===== config.mk =====
export PLATFORM = sky130hd
export DESIGN_NAME = fetch_queue_if
export DESIGN_NICKNAME = d
export VERILOG_FILES = /design/src/rtl/fetch_queue_if.sv
export SDC_FILE = /design/constraint.sdc
export NUM_CORES = 1
export LEC_CHECK = 0
export ABC_AREA = 1
export ABC_CLOCK_PERIOD_IN_PS = 12100
export CAP_MARGIN = 5
export CELL_PAD_IN_SITES_DETAIL_PLACEMENT = 1
export CELL_PAD_IN_SITES_GLOBAL_PLACEMENT = 1
export CORE_ASPECT_RATIO = 1.75
export CORE_MARGIN = 2
export CORE_UTILIZATION = 40
export DETAILED_ROUTE_END_ITERATION = 10
export PLACE_DENSITY_LB_ADDON = 0.1
export SLEW_MARGIN = 20
export SYNTH_ARGS = -nofsm -noshare
export SYNTH_HDL_FRONTEND = slang
export SYNTH_SLANG_ARGS = --single-unit

===== constraint.sdc =====
create_clock -name clk -period 12.1 [get_ports clk]
set_clock_uncertainty 0.2 [all_clocks]
set_input_delay 1.21 -clock clk [delete_from_list [all_inputs] [get_ports clk]]
set_output_delay 1.21 -clock clk [all_outputs]
set_load 0.02 [all_outputs]

===== src/rtl/fetch_queue_if.sv =====
// Instruction-fetch stage with a DEPTH-entry prefetch queue; the head entry is the IF/ID register.
// Redirects from ID flush younger entries, optionally keeping the branch delay slot.
module fetch_queue_if #(
    parameter logic [31:0] RESET_PC   = 32'h0000_3000,
    parameter logic [31:0] IM_BASE    = 32'h0000_3000,
    parameter int unsigned IM_WORDS   = 1024,
    parameter int unsigned DEPTH      = 4,
    parameter int unsigned DELAY_SLOT = 1,
    localparam int unsigned AW = $clog2(IM_WORDS),
    localparam int unsigned PW = $clog2(DEPTH),
    localparam int unsigned CW = $clog2(DEPTH) + 1
) (
    input  logic          clk,
    input  logic          reset,
    input  logic          branch,
    input  logic [31:0]   branch_addr32,
    input  logic          jump,
    input  logic [31:0]   jump_addr32,
    input  logic          Stall,
    output logic [AW-1:0] im_addr,
    input  logic [31:0]   im_instr,
    output logic          valid,
    output logic [31:0]   Instr,
    output logic [31:0]   PC,
    output logic [31:0]   PC_4,
    output logic          exc_adel,
    output logic [CW-1:0] count
);

    localparam logic [32:0] IM_END = {1'b0, IM_BASE} + 33'(IM_WORDS) * 33'd4;

    logic [31:0]   fetch_pc_q, fetch_pc_d;
    logic [PW-1:0] rd_ptr_q, rd_ptr_d;
    logic [CW-1:0] count_q, count_d;
    logic [31:0]   pc_mem_q    [DEPTH];
    logic [31:0]   pc_mem_d    [DEPTH];
    logic [31:0]   instr_mem_q [DEPTH];
    logic [31:0]   instr_mem_d [DEPTH];
    logic          err_mem_q   [DEPTH];
    logic          err_mem_d   [DEPTH];

    logic          fetch_err;
    logic          full;
    logic          pop;
    logic          push;
    logic          redirect;
    logic          keep_slot;
    logic          push_block;
    logic [31:0]   target;
    logic [CW-1:0] wr_sum;
    logic [PW-1:0] wr_idx;

    assign im_addr   = AW'((fetch_pc_q - IM_BASE) >> 2);
    assign fetch_err = (fetch_pc_q[1:0] != 2'b00) | (fetch_pc_q < IM_BASE)
                     | ({1'b0, fetch_pc_q} >= IM_END);

    assign valid     = (count_q != '0);
    assign full      = (count_q == CW'(DEPTH));
    assign pop       = valid & ~Stall;
    assign redirect  = (jump | branch) & pop;
    assign target    = jump ? jump_addr32 : branch_addr32;

    // With a delay slot already queued, fetch_pc is past it, so this cycle's fetch is stale.
    assign keep_slot  = (DELAY_SLOT != 0) && (count_q >= CW'(2));
    assign push_block = redirect & ((DELAY_SLOT == 0) | (count_q > CW'(1)));
    assign push       = ~push_block & (~full | pop);

    // Write slot is rd_ptr + count; when full with a pop it lands on the head being popped.
    assign wr_sum = CW'(rd_ptr_q) + count_q;
    assign wr_idx = wr_sum[PW-1:0];

    always_comb begin
        pc_mem_d    = pc_mem_q;
        instr_mem_d = instr_mem_q;
        err_mem_d   = err_mem_q;
        if (push) begin
            pc_mem_d[wr_idx]    = fetch_pc_q;
            instr_mem_d[wr_idx] = fetch_err ? '0 : im_instr;
            err_mem_d[wr_idx]   = fetch_err;
        end
        rd_ptr_d = rd_ptr_q + PW'(pop);
        if (redirect) begin
            count_d = (keep_slot ? CW'(1) : '0) + CW'(push);
        end else begin
            count_d = count_q + CW'(push) - CW'(pop);
        end
        if (redirect) begin
            fetch_pc_d = target;
        end else if (push) begin
            fetch_pc_d = fetch_pc_q + 32'd4;
        end else begin
            fetch_pc_d = fetch_pc_q;
        end
    end

    always_ff @(posedge clk or posedge reset) begin
        if (reset) begin
            fetch_pc_q <= RESET_PC;
            rd_ptr_q   <= '0;
            count_q    <= '0;
            for (int unsigned i = 0; i < DEPTH; i++) begin
                pc_mem_q[i]    <= '0;
                instr_mem_q[i] <= '0;
                err_mem_q[i]   <= 1'b0;
            end
        end else begin
            fetch_pc_q  <= fetch_pc_d;
            rd_ptr_q    <= rd_ptr_d;
            count_q     <= count_d;
            pc_mem_q    <= pc_mem_d;
            instr_mem_q <= instr_mem_d;
            err_mem_q   <= err_mem_d;
        end
    end

    assign count    = count_q;
    assign Instr    = valid ? instr_mem_q[rd_ptr_q] : '0;
    assign PC       = valid ? pc_mem_q[rd_ptr_q] : '0;
    assign PC_4     = valid ? pc_mem_q[rd_ptr_q] + 32'd4 : '0;
    assign exc_adel = valid & err_mem_q[rd_ptr_q];

endmodule

# Word level (Yosys, flattened, before mapping)

Index checks and enable logic that the tools add are counted.

Flip-flop bits (word level): 297
Bits of input ports: 101
Output and inout port bits: 111
Logic and storage cells: 74

$add $sub $neg: 8
Magnitude comparators: 7
Equality and inequality tests: 1
Muxes and demuxes: 25
Bitwise gates (word level): 14
Reductions and logical operators: 4

Operators with widths:

| kind                                                                | count |
|---|---|
| 2-to-1 mux 32 bit                                                   | 12 |
| bitwise mux 128 bit                                                 | 2 |
| binary-select mux 32 bit (select 2 bit)                             | 2 |
| adder 32 x 3 -> 32 bit, second input constant                       | 2 |
| demux 32 bit (select 2 bit)                                         | 1 |
| greater-or-equal comparator 32 x 15 -> 1 bit, second input constant | 1 |
| less-than comparator 32 x 14 -> 1 bit, second input constant        | 1 |
| subtractor 12 x 1 -> 12 bit, second input constant                  | 1 |
| greater-or-equal comparator 3 bit, second input constant            | 2 |
| inverter 2 -> 3 bit                                                 | 2 |
| bitwise AND 1 bit                                                   | 5 |
| bitwise mux 4 bit                                                   | 1 |
| 2-to-1 mux 1 bit                                                    | 4 |
| bitwise OR 1 bit                                                    | 4 |
| nonzero test 2 bit                                                  | 2 |
| adder 3 x 1 -> 3 bit                                                | 1 |
| equality test 3 bit, second input constant                          | 1 |
| greater-or-equal comparator 3 x 2 -> 1 bit, second input constant   | 1 |
| > comparator 3 x 1 -> 1 bit, second input constant                  | 1 |
| less-than comparator 3 x 1 -> 1 bit, second input constant          | 1 |
| 2-to-1 mux 3 bit                                                    | 1 |
| inverter 1 bit                                                      | 3 |
| nonzero test 3 bit                                                  | 1 |
| subtractor 3 x 1 -> 3 bit                                           | 1 |
| other kinds (6)                                                     | 6 |

# Logic depth before layout (Yosys ltp)

Depth after elaboration: 9
Gate-level depth with buffers: 17
Depth with buffers taken out: 15

# Worst setup path after synthesis

No wires, ideal clock.

Path kind: flip-flop to output port
Start: register rd_ptr_q[0]
End: output PC_4[28]
Arrival: 2149 ps
Path slack: 8541 ps
Stages on the path, launching flop included: 15
Buffers on the path: 2
Path through: dfrtp_1 > buf_4 > buf_4 > o21ai_0 > nand2_1 > inv_1 > ha_1 > nand3_1 > nor2_1 > nand3_1 > nor2_1 > nand2_1 > nand2_1 > nand2_1 > nor2_1

Word-level cells in the longest chain between the ends: 6

RTL lines:

| element                                               | line | source |
|---|---|---|
| from (decl)                                           | 33   | `logic [PW-1:0] rd_ptr_q, rd_ptr_d;` |
| from (signal assigned)                                | 108  | `rd_ptr_q <= rd_ptr_d;` |
| inverter 2 -> 3 bit (not written as such)             | 119  | `assign PC_4 = valid ? pc_mem_q[rd_ptr_q] + 32'd4 : '0;` |
| binary-select mux 32 bit (select 2 bit)               | 119  |  |
| 2-to-1 mux 32 bit (not written as such) (2 in series) | 119  |  |
| adder 32 x 3 -> 32 bit                                | 119  |  |
| 2-to-1 mux 32 bit                                     | 119  |  |
| to (decl)                                             | 25   | `output logic [31:0] PC_4,` |

No other way between the ends. The select of a mux whose other input is x is not followed.

# Final worst setup path

Same ends and word-level chain as after synthesis.

==> impl_metrics.env <==
export IMPL_cts_root_to_sink_buffers=3
export IMPL_timing_critical_path_to_type="primary output"
export IMPL_clock_latency_ps=580
export IMPL_final_setup_viol_count=0
export IMPL_yosysWarningCount=0
export IMPL_netSwitchingFraction=0.523
export IMPL_synth_seq_area_share=0.457
export IMPL_power_ir_vdd_worst_uv=233
export IMPL_design_die_area_mm2=0.0423
export IMPL_fin_setup_tns_ps=0
export IMPL_family_with_the_most_delay_on_the_worst_path="buffers and inverters"
export IMPL_drc=0
export IMPL_synth_edff_count=0
export IMPL_chipHeight_um=271
export IMPL_dieWidth_um=156
export IMPL_cp_data_arrival_time_ps=4980
export IMPL_cts_root_buffer_cell="clkbuf_16"
export IMPL_cap_violations=0
export IMPL_grt_setup_unrepaired="no"
export IMPL_detailed_route_vias_per_instance=5.39
export IMPL_largest_net_degree_at_the_start_of_global_routing=111
export IMPL_hold_class="register to register"
export IMPL_design_core_area_mm2=0.0401
export IMPL_grt_use_total=0.270
export IMPL_post_cts_buffers=0
export IMPL_highest_net_fanout_along_the_worst_path=83
export IMPL_power_report_internal_total_mw=3.18
export IMPL_cp_start_kind="register"
export IMPL_maximum_level_of_the_cts_h_tree=1
export IMPL_fin_crit_sh=0.528
export IMPL_seq_power_share=0.249
export IMPL_area_growth_syn_to_layout_pct=19.0
export IMPL_clock_power_share=0.143
export IMPL_fmax_ghz=0.157
export IMPL_grt_pass1_vias=16600
export IMPL_synthArstFlopShare=1.00
export IMPL_worst_pin_slew_ps=1040
export IMPL_critical_path_reg2reg_startpoint="rd_ptr_q[0]$_DFF_PP0_"
export IMPL_finish_net_count=2511
export IMPL_cpMaxStageDelayCell="dfrtp_4"
export IMPL_timing_max_transition_violations_final=0
export IMPL_postSynth_topFlopCell="dfrtp_1"
export IMPL_path_clk_slew_ps=60
export IMPL_tritoncts="built"
export IMPL_fillerInstances=5086
export IMPL_hold_violations=0
export IMPL_floorplan_initialDensity=0.406
export IMPL_required_ps=10690
export IMPL_worst_slew_margin_rel=0.305
export IMPL_critical_path_class="register to primary output"
export IMPL_cellLeakagePower_nw=9.02
export IMPL_place_congestion=0.868
export IMPL_global_route_wire_length_before_repair_um=90600
export IMPL_timing_critical_path_slowest_cell_delay_ps=860
export IMPL_firstDrtPassIters=4
export IMPL_dp_final_hpwl_um=39000
export IMPL_critical_path_most_common_cell="nand2_1"
export IMPL_power_per_cell_area_mw_per_mm2=345
export IMPL_numPortBuffers=211
export IMPL_synth_cell_area_mm2=0.0163
export IMPL_detail_route_iter0_violations=711
export IMPL_avgRoutedWirePerCell_um=19.5
export IMPL_postCtsHoldBufs=0
export IMPL_post_synth_cell_area_avg_um2=7.12
export IMPL_synth_seq_cells=297
export IMPL_rows=97
export IMPL_share_comb_of_total_power=0.608
export IMPL_timing_final_crit_period_ps=6390
export IMPL_number_of_buffers_created_by_cts=30
export IMPL_final_layout_size_suffix_gt1_frac=0.0462
export IMPL_antenna_violations_before_repair=0
export IMPL_synthCells=2285
export IMPL_cts_resized=0
export IMPL_p_total_mw=6.67
export IMPL_dr_total_vias=15700
export IMPL_io_pins=212
export IMPL_path_buf_inv=3
export IMPL_switching_power_mw=3.49
export IMPL_drt_wl_total_um=57000
export IMPL_crit_start="rd_ptr_q[0]$_DFF_PP0_"
export IMPL_cp_cell_sequence="buf_4, a21oi_1, o21ai_0, nand2_1, inv_1, ha_1, nand3_1, nor2_1, nand3_1, nor2_1, nand2_1, nand2_1, nand2_1, nor2_1, clkdlybuf4s50_1"
export IMPL_cts_sink_count=297
export IMPL_min_delay_start="instr_mem_q[85]$_DFFE_PP0P_"
export IMPL_synth_unique_cells=41
export IMPL_overflow=0
export IMPL_final_antenna_net_count=0
export IMPL_run_status="finished clean"
export IMPL_number_of_inserted_diodes=0
export IMPL_synthesis_nets=2396
-- sequential cells by signal, indices dropped and copies added, names as in the netlist --
signal and flops:
count 3, pc_mem_q 128, fetch_pc_q 32, err_mem_q 4
rd_ptr_q 2, instr_mem_q 128
-- cells in the final DEF, fill, tap and decap left out, drive strengths merged, types with 15 or more instances in the layout --
master	instances
clkdlybuf4s50	211
nand4	17
nand2	760
a21oi	76
nor2	303
buf	17
nand3	106
clkinv	15
o21ai	370
dfrtp	295
clkbuf	40
inv	141
-- worst min-delay path, delay by kind of cell, from the launching register on --
kind	cells	cell delay (ps)
simple gates	1	50
flops	1	340
compound gates	1	60
-- power by group through the flow --
stage,Sequential (mW),Combinational (mW),Clock (mW)
after floorplan,1.53,2.74,0
after global placement,1.65,3.97,0
after detailed placement,1.67,4.07,0
after CTS,1.65,4.10,0.976
after global routing,1.70,4.49,1.01
final,1.66,4.05,0.954
-- cells by family (layout without fill, tap and decap cells) --
logic type	count (synthesis)	count (layout)	share of synthesized area
buffers and inverters	290	428	0.0823
and+or+nand+nor	1204	1204	0.295
AOI/OAI and AO/OA	470	470	0.149
xor gates and xnor gates	14	14	0.00847
DFF	297	297	0.457
adders and majority gates	10	10	0.00816
-- final timing paths --
kind / endpoint / slack [ps] / cells after the start
setup / recovery: PC_4[28] / 5710 / 15
setup reg to reg: pc_mem_q[2]$_DFFE_PP0P_ / 7050 / 8
min in group asynchronous: fetch_pc_q[0]$_DFFE_PP0P_ / 950 / 2
hold reg to reg: instr_mem_q[85]$_DFFE_PP0P_ / 280 / 2
hold / removal: instr_mem_q[85]$_DFFE_PP0P_ / 280 / 2
max in group asynchronous: instr_mem_q[103]$_DFFE_PP0P_ / 8510 / 4
-- Yosys cell counts (2+ instances only) --
master | n | area, um^2
nand2_1 | 759 | 2850
or2_2 | 5 | 31.3
nor3_4 | 2 | 32.5
a22oi_1 | 2 | 15.0
ha_1 | 9 | 113
a21oi_1 | 76 | 380
a32oi_1 | 2 | 17.5
buf_4 | 24 | 180
buf_6 | 13 | 146
nand3_1 | 102 | 510
nand4_1 | 17 | 106
inv_2 | 19 | 71.3
buf_1 | 11 | 41.3
dfrtp_1 | 295 | 7380
a31oi_1 | 8 | 50.1
o211ai_1 | 6 | 45.0
o21ai_0 | 290 | 1450
nor2_2 | 3 | 18.8
clkinv_1 | 2 | 7.51
nand3_2 | 3 | 30.0
o31ai_1 | 4 | 30.0
buf_2 | 49 | 245
nor3_1 | 10 | 50.1
xor2_1 | 11 | 96.3
nor2_1 | 299 | 1120
dfstp_2 | 2 | 52.6
clkbuf_1 | 47 | 176
o21ai_1 | 79 | 395
inv_1 | 124 | 465
-- metrics by stage --
| stage | hold slack, ps | util | setup slack (ps) | cells | instance area (um^2) |
|---|---|---|---|---|---|
| detailed placement | 267 | 0.458 | 6370 | 2863 | 18400 |
| global route | 307 | 0.483 | 5360 | 2918 | 19300 |
| global placement | 261 | 0.458 | 6440 | 2863 | 18400 |
| finish | 282 | 0.483 | 5710 | 2918 | 19300 |
| CTS | 284 | 0.483 | 5730 | 2918 | 19300 |
| floorplan | 248 | - | 2490 | 2285 | 16300 |
-- cell type report --
cell class,instances,area [um^2],area share
clock buffer,40,850,0.0439
tap,495,619,0.0320
sequential,297,7440,0.385
clock inverter,15,134,0.00692
inverter,145,556,0.0287
multi-input combinational,1698,7500,0.388
timing repair buffer,228,2240,0.116
-- layer usage --
metal / vias up / GRT usage / wire length [um]
li1: 7527 / - / -
met1: 7733 / 0.323 / 23000
met2: 363 / 0.495 / 29700
met3: 98 / 0.0258 / 2100
met4: 0 / 0.103 / 2190
met5: - / 0 / 0
(Power assumes the default switching activity.)
